**src/rtl/mult.sv**
```systemverilog
// ---------------------------------------------------------------------------
// mult -- sequential unsigned shift-and-add multiplier
//
// Processes one multiplier bit per clock and produces an exact 2*WIDTH-bit
// product. It uses the same start/ready/done handshake as the sequential
// divider, so measurement logic can drive both blocks with one control
// sequence.
//
// Parameters:
//   WIDTH            operand width (default 32); the product is 2*WIDTH bits
//
// Ports:
//   i_clk            clock, rising edge
//   i_rst_n          asynchronous active-low reset
//   i_start          start request, sampled only while idle
//   i_multiplicand   unsigned operand A, captured with the accepted start
//   i_multiplier     unsigned operand B, captured with the accepted start
//   o_ready          high while idle (registered)
//   o_done           one-clock pulse when o_product is valid (registered)
//   o_product        A*B, held until the next accepted start clears it
//
// Configuration macro:
//   MULT_EARLY_TERM_EN  when defined, OP ends as soon as no set multiplier
//                       bits remain. OP then takes max(1, msb_index(B)+1)
//                       clocks. When undefined, OP always takes exactly
//                       WIDTH clocks, which gives deterministic latency.
// ---------------------------------------------------------------------------
module mult #(
  parameter int WIDTH = 32
) (
  input  logic                 i_clk,
  input  logic                 i_rst_n,
  input  logic                 i_start,
  input  logic [WIDTH-1:0]     i_multiplicand,
  input  logic [WIDTH-1:0]     i_multiplier,
  output logic                 o_ready,
  output logic                 o_done,
  output logic [2*WIDTH-1:0]   o_product
);

  localparam int PW    = 2 * WIDTH;
  localparam int CNT_W = $clog2(WIDTH + 1);

  localparam logic [CNT_W-1:0] CNT_ONE  = {{(CNT_W-1){1'b0}}, 1'b1};
  localparam logic [CNT_W-1:0] CNT_LOAD = CNT_W'(WIDTH);

  typedef enum logic [1:0] {
    S_IDLE = 2'd0,
    S_OP   = 2'd1,
    S_DONE = 2'd2
  } state_t;

  state_t             state_q,  state_d;
  logic [PW-1:0]      mcand_q,  mcand_d;
  logic [WIDTH-1:0]   mplier_q, mplier_d;
  logic [PW-1:0]      prod_q,   prod_d;
  logic [CNT_W-1:0]   cnt_q,    cnt_d;
  logic               ready_q,  ready_d;
  logic               done_q,   done_d;

  logic               op_last_s;

  // Decide whether the current OP clock is the final one.
`ifdef MULT_EARLY_TERM_EN
  // Once the bits that remain after this shift are all zero, later clocks
  // could not add anything, so the operation stops early.
  always_comb begin
    op_last_s = (mplier_q[WIDTH-1:1] == {(WIDTH-1){1'b0}}) || (cnt_q == CNT_ONE);
  end
`else
  always_comb begin
    op_last_s = (cnt_q == CNT_ONE);
  end
`endif

  // Next-state and datapath computation for the IDLE/OP/DONE sequencer.
  always_comb begin
    state_d  = state_q;
    mcand_d  = mcand_q;
    mplier_d = mplier_q;
    prod_d   = prod_q;
    cnt_d    = cnt_q;
    ready_d  = ready_q;
    done_d   = 1'b0;

    case (state_q)
      S_IDLE: begin
        if (i_start) begin
          // Accepting a start clears the previous product.
          mcand_d  = {{WIDTH{1'b0}}, i_multiplicand};
          mplier_d = i_multiplier;
          prod_d   = {PW{1'b0}};
          cnt_d    = CNT_LOAD;
          state_d  = S_OP;
          ready_d  = 1'b0;
        end else begin
          state_d  = S_IDLE;
          ready_d  = 1'b1;
        end
      end

      S_OP: begin
        // The adder is full product width, so it cannot overflow.
        if (mplier_q[0]) begin
          prod_d = prod_q + mcand_q;
        end else begin
          prod_d = prod_q;
        end
        mcand_d  = {mcand_q[PW-2:0], 1'b0};
        mplier_d = {1'b0, mplier_q[WIDTH-1:1]};
        cnt_d    = cnt_q - CNT_ONE;
        ready_d  = 1'b0;
        if (op_last_s) begin
          state_d = S_DONE;
          done_d  = 1'b1;
        end else begin
          state_d = S_OP;
          done_d  = 1'b0;
        end
      end

      S_DONE: begin
        // i_start is not sampled here; a start held high is taken in IDLE.
        state_d = S_IDLE;
        ready_d = 1'b1;
        done_d  = 1'b0;
      end

      default: begin
        state_d  = S_IDLE;
        mcand_d  = {PW{1'b0}};
        mplier_d = {WIDTH{1'b0}};
        prod_d   = {PW{1'b0}};
        cnt_d    = {CNT_W{1'b0}};
        ready_d  = 1'b1;
        done_d   = 1'b0;
      end
    endcase
  end

  // State, datapath and registered handshake outputs.
  always_ff @(posedge i_clk or negedge i_rst_n) begin
    if (!i_rst_n) begin
      state_q  <= S_IDLE;
      mcand_q  <= {PW{1'b0}};
      mplier_q <= {WIDTH{1'b0}};
      prod_q   <= {PW{1'b0}};
      cnt_q    <= {CNT_W{1'b0}};
      ready_q  <= 1'b1;
      done_q   <= 1'b0;
    end else begin
      state_q  <= state_d;
      mcand_q  <= mcand_d;
      mplier_q <= mplier_d;
      prod_q   <= prod_d;
      cnt_q    <= cnt_d;
      ready_q  <= ready_d;
      done_q   <= done_d;
    end
  end

  assign o_ready   = ready_q;
  assign o_done    = done_q;
  assign o_product = prod_q;

endmodule

```
**config.mk**
```make
export PLATFORM = sky130hd
export DESIGN_NAME = mult
export DESIGN_NICKNAME = d
export VERILOG_FILES = /design/src/rtl/mult.sv
export SDC_FILE = /design/constraint.sdc
export NUM_CORES = 1
export LEC_CHECK = 0
export ABC_AREA = 1
export BUFFER_PORTS_ARGS = -buffer_cell sky130_fd_sc_hd__buf_2
export CAP_MARGIN = 10
export CORE_ASPECT_RATIO = 2
export CORE_UTILIZATION = 50
export DETAILED_ROUTE_END_ITERATION = 8
export GPL_TIMING_DRIVEN = 0
export HOLD_SLACK_MARGIN = 0.05
export PLACE_DENSITY = 0.69
export SYNTH_ARGS = -nofsm -noshare
export SYNTH_HDL_FRONTEND = slang
export SYNTH_SLANG_ARGS = --single-unit
```
**constraint.sdc**
```tcl
create_clock -name i_clk -period 2.1 [get_ports i_clk]
set_input_delay 0.42 -clock i_clk [delete_from_list [all_inputs] [get_ports i_clk]]
set_output_delay 0.42 -clock i_clk [all_outputs]
set_load 0.01 [all_outputs]
```
**After elaboration in Yosys (flattened, before gate mapping)**

Index checks and enable logic that the tools add are counted.

- Flip-flop bits (word level): 170
- Logic and storage cells: 34
- Input bits: 67

- $add $sub $neg: 2
- Equality and inequality tests: 5
- Muxes and demuxes: 16
- Bitwise operators: 1
- Reduce and logical (&&, ||, !) cells: 3

Operators by type and width:

| kind | count |
|---|---|
| case mux 64 bit (3 select lines) | 2 |
| two-way mux 64 bit | 3 |
| case mux 32 bit (3 select lines) | 1 |
| adder 64 bit | 1 |
| two-way mux 32 bit | 1 |
| case mux 6 bit (3 select lines) | 1 |
| equality test 6 x 1 -> 1 bit (second input constant) | 1 |
| two-way mux 6 bit | 1 |
| subtractor 6 x 1 -> 6 bit (second input constant) | 1 |
| two-way mux 1 bit | 4 |
| inequality test 2 bit (second input constant) | 2 |
| case mux 2 bit (2 select lines) | 1 |
| AND reduction 3 bit | 1 |
| equality test 2 x 1 -> 1 bit (second input constant) | 1 |
| equality test 2 bit (second input constant) | 1 |
| logical NOT 2 bit | 1 |
| two-way mux 2 bit | 1 |
| case mux 1 bit (2 select lines) | 1 |
| AND reduction 2 bit | 1 |
| inverter 1 bit | 1 |

**Depth between registers and ports, before layout**

- Word-level depth: 3
- Mapped depth: 16
- Mapped depth without buffers: 16

**Worst setup path after synthesis**

OpenSTA, ideal clock, no wires.

- Path type: flip-flop to flip-flop
- From: reg prod_q[0], in the netlist o_product[0]
- To: reg prod_q[48], in the netlist o_product[48]
- Buffers on the path: 0
- Slack: 122 ps
- Data arrival time: 1860 ps
- Data required time: 1982 ps
- Clock period less this slack: 1978 ps
- Cell stages (with the launch flop): 16
- Setup time: 118 ps
- Path through: dfrtp_1 ha_1 inv_1 fa_1 inv_1 nand3_1 nand2_1 nand2_1 nand2_1 nand2_1 nand2_1 nand3_1 nand3_1 nand2_1 nand3_1 nand2_1

- Longest elaborated chain between the ends: 3

Ends and longest elaborated chain:

| what | RTL line | RTL |
|---|---|---|
| start: declaration | 56 | `logic [PW-1:0] prod_q, prod_d;` |
| start signal: assignment | 147 | `prod_q <= {PW{1'b0}};` |
| start signal: assignment | 155 | `prod_q <= prod_d;` |
| adder 64 bit | 105 | `prod_d = prod_q + mcand_q;` |
| two-way mux 64 bit | 104 | `if (mplier_q[0]) begin` |
| case mux 64 bit (3 select lines) | 86 | `case (state_q)` |

No other way between the ends. The select of a mux whose other input is x is not followed.
A chain may end at the register's enable or synchronous reset.

**Worst setup path in the final report**

- From: reg mcand_q[0]
- To: reg prod_q[60], in the netlist o_product[60]

- Longest elaborated chain between the ends: 3

Ends and longest elaborated chain:

| what | RTL line | RTL |
|---|---|---|
| start: declaration | 54 | `logic [PW-1:0] mcand_q, mcand_d;` |
| start signal: assignment | 145 | `mcand_q <= {PW{1'b0}};` |
| start signal: assignment | 153 | `mcand_q <= mcand_d;` |
| adder 64 bit | 105 |  |
| two-way mux 64 bit | 104 |  |
| case mux 64 bit (3 select lines) | 86 |  |

No other way between the ends. The select of a mux whose other input is x is not followed.

==> summary.md <==
| Metric | Value |
|---|---|
| CTS tree | `done` |
| Final setup vio count | `3` |
| Fin area | `0.0171 mm²` |
| Clk buf depth | `2` |
| Clock sinks | `170` |
| Slew at the pin with the worst max-slew slack | `0.725 ns` |
| Largest net degree at the start of global routing | `89` |
| Slew Limit Fails | `0` |
| Worst Path Max Fanout | `4` |
| Global route overflow | `0` |
| Leak | `0.00848 µW` |
| Post-Syn Instances | `2089` |
| GRT Total Usage | `37.5%` |
| Max VDD drop | `0.581 mV` |
| Flop2flop setup slack | `-0.03 ns` |
| Layout area overhead | `31.8%` |
| Clk_lat worst skew | `0.47 ns` |
| NumNets Final | `2434` |
| RSZ-0062 raised after global routing | `yes` |
| Number of CTS-inserted buffers | `17` |
| Register area share after synthesis | `32.9%` |
| Asr flop ratio synth | `100%` |
| Critical path startpoint category | `flop` |
| Largest cells by area after synthesis | `dfrtp_1 33%, nand2_1 24%, inv_1 12%, ha_1 6.3%, o21ai_0 5.8%` |
| Vias in the first global route | `13600` |
| Detailed placement HPWL | `37.7 mm` |
| Min Tclk post-route | `2.13 ns` |
| Via count | `13800` |
| Max-cap violations | `0` |
| Num rows | `83` |
| Share of the synthesized area in the top cell type | `32.7%` |
| Post-synth top cells | `827 x nand2_1, 423 x inv_1, 169 x dfrtp_1, 151 x o21ai_0, 91 x nor2_1` |
| Worst setup EP type | `flop` |
| Slew HR | `51.7%` |
| Period utilisation layout | `101%` |
| Avg WL per Cell | `18.4 µm` |
| Failing checks | `negative setup slack` |
| Dpl cell area | `0.0141 mm²` |
| Count leader, synth | `nand2_1` |
| First-pass GRT wire length | `72.5 mm` |
| Fin. Hold Viols | `0` |
| DP Cell Count | `2562` |
| Vias per cell | `5.18` |
| Hold Crit Class | `in2reg` |
| DR iter-0 viols | `681` |
| Outcome | `complete, but fails checks` |
| Total wire length | `48.9 mm` |
| Final WS setup | `-0.0302 ns` |
| Initial antenna violation count | `0` |
| Fmax | `0.469 GHz` |
| DRC | `0` |
| Routability Congestion | `0.969` |
| Share of layout cells above drive strength 1 | `27.3%` |
| Worst EP required | `2.46 ns` |
| Depth of the CTS H-tree | `4` |
| Die ar. | `0.0266 mm²` |
| Initial core utilization | `50.7%` |
| Post-synthesis net count | `2222` |
| Core area | `0.0255 mm²` |
| Commonest register cell after synthesis | `dfrtp_1` |
| Crit path arrival time | `2.49 ns` |
| Largest area contributor in the netlist | `dfrtp_1` |
| Die X | `116 µm` |
| Port Buffer Count | `132` |
| Fill count | `2386` |
| Synthesized area | `0.0129 mm²` |
| Worst Skew | `0.0137 ns` |
| IO Pins | `133` |
| Die height | `230 µm` |
| Mean Syn Cell Area | `6.20 µm²` |
| Post-synth cell types | `39` |
| Synth Register Bits | `170` |
| Non-Filler Instances | `2654` |
| Critical setup path kind | `reg2reg` |
| First-pass DRT Iterations | `8` |
| EDFF count, synth | `0` |
| Routed Antenna Nets | `0` |
| Ant diodes | `0` |
| PwrDens | `395 mW/mm²` |
| Worst-path clk slew | `0.08 ns` |
| Ys Warns | `0` |
| Root Driver | `clkbuf_16` |
-- where the power goes --
part / switching [µW] / internal (µW) / total (µW) / leakage, µW
sequential: 0 / 3270 / 3270 / 0.00198
combinational: 82.9 / 50.8 / 134 / 0.00621
clock: 1600 / 1740 / 3340 / 0.000297
-- worst max-delay path, stage by stage, from the launching register on --
cell     delay (ns)
dfrtp_1        0.41
ha_4           0.17
inv_2          0.04
fa_2           0.36
inv_2          0.10
nand3_2        0.09
nand2_2        0.11
nand3_2        0.10
nand3_4        0.11
nand2_4        0.08
nand2_8        0.13
nand2_2        0.07
nand2_1        0.05
nand2_1        0.05
nand3_2        0.08
nand2_1        0.06
-- final cells by class --
cell class	count	area, µm²	share of cell area (%)
timing repair buffer	193	1180	6.91
sequential	170	4280	25.1
buffer	48	215	1.26
clock inverter	14	170	0.997
inverter	439	1650	9.65
tap	340	425	2.49
multi-input combinational	1432	8710	51.1
clock buffer	18	439	2.57
-- sequential cells by signal (all words and copies together), names as in the netlist --
name / flops
state_q: 2
o_product: 64
mcand_q: 64
cnt_q: 6
mplier_q: 32
o_done: 1
o_ready: 1
-- path summary, 6_finish.rpt --
path | start | cells after the start | end
setup / recovery | mcand_q[0] | 15 | o_product[60]
hold / removal | i_multiplier[31] | 3 | mplier_q[31]
setup reg to reg | mcand_q[0] | 15 | o_product[60]
hold reg to reg | cnt_q[5] | 2 | cnt_q[5]
max in group asynchronous | i_rst_n | 3 | o_product[22]
min in group asynchronous | i_rst_n | 2 | mcand_q[37]
-- cell families after synthesis --
group | after synthesis | share of synthesized area (%)
AND/OR/NAND/NOR | 1091 | 34.9
flip-flops | 170 | 32.9
XOR/XNOR | 7 | 0.473
buffers and inverters | 487 | 14.3
adder cells (fa/ha/maj) | 66 | 6.43
AO/OA/AOI/OAI | 268 | 10.9
-- metal layers --
| metal | global-route usage, % | vias up | routed length (µm) |
|---|---|---|---|
| met3 | 6.19 | 211 | 2030 |
| met4 | 36.4 | 0 | 5670 |
| met5 | 0 | - | 0 |
| li1 | - | 6782 | - |
| met1 | 33.5 | 6316 | 15700 |
| met2 | 67.9 | 449 | 25500 |
-- placed cells by master (no fill, tap or decap), drive strengths merged, types with 2 or more instances in the layout --
cell | Yosys | final
xnor2 | 5 | 5
a21oi | 61 | 61
nand2 | 855 | 855
a32o | 2 | 2
clkinv | 4 | 8
dfrtp | 169 | 169
nand3 | 87 | 87
o31ai | 3 | 3
xor2 | 2 | 2
clkbuf | 25 | 43
o21ai | 166 | 166
nor2 | 116 | 116
nand4 | 8 | 8
nor4 | 2 | 2
nor3 | 16 | 16
or2 | 6 | 6
ha | 65 | 65
buf | 23 | 215
o22ai | 32 | 32
o21bai | 2 | 2
inv | 435 | 443
-- what timing repair did --
action,4_1_cts,5_1_grt
setup endpoints to repair,49,71
hold buffers,1,0
endpoints found under the hold margin,82,0
gates resized for setup,176,251
pin swaps,13,74
buffers inserted,10,49
-- per-stage QoR --
step                total power (µW)  setup slack (ns)  TNS [ns]  util (%)  hold slack (ns)
finish                          6740           -0.0302   -0.0591      66.8            0.184
floorplan                       3340             0.122         0         -            0.124
global placement                3460             -2.09   -357.03      54.9            0.471
detailed placement              3470            -0.519     -8.79      55.1            0.456
global route                    6900            -0.114     -1.24      66.8            0.221
CTS                             6780           -0.0286   -0.0497      61.3            0.173
Power figures use the tool's default switching activity.
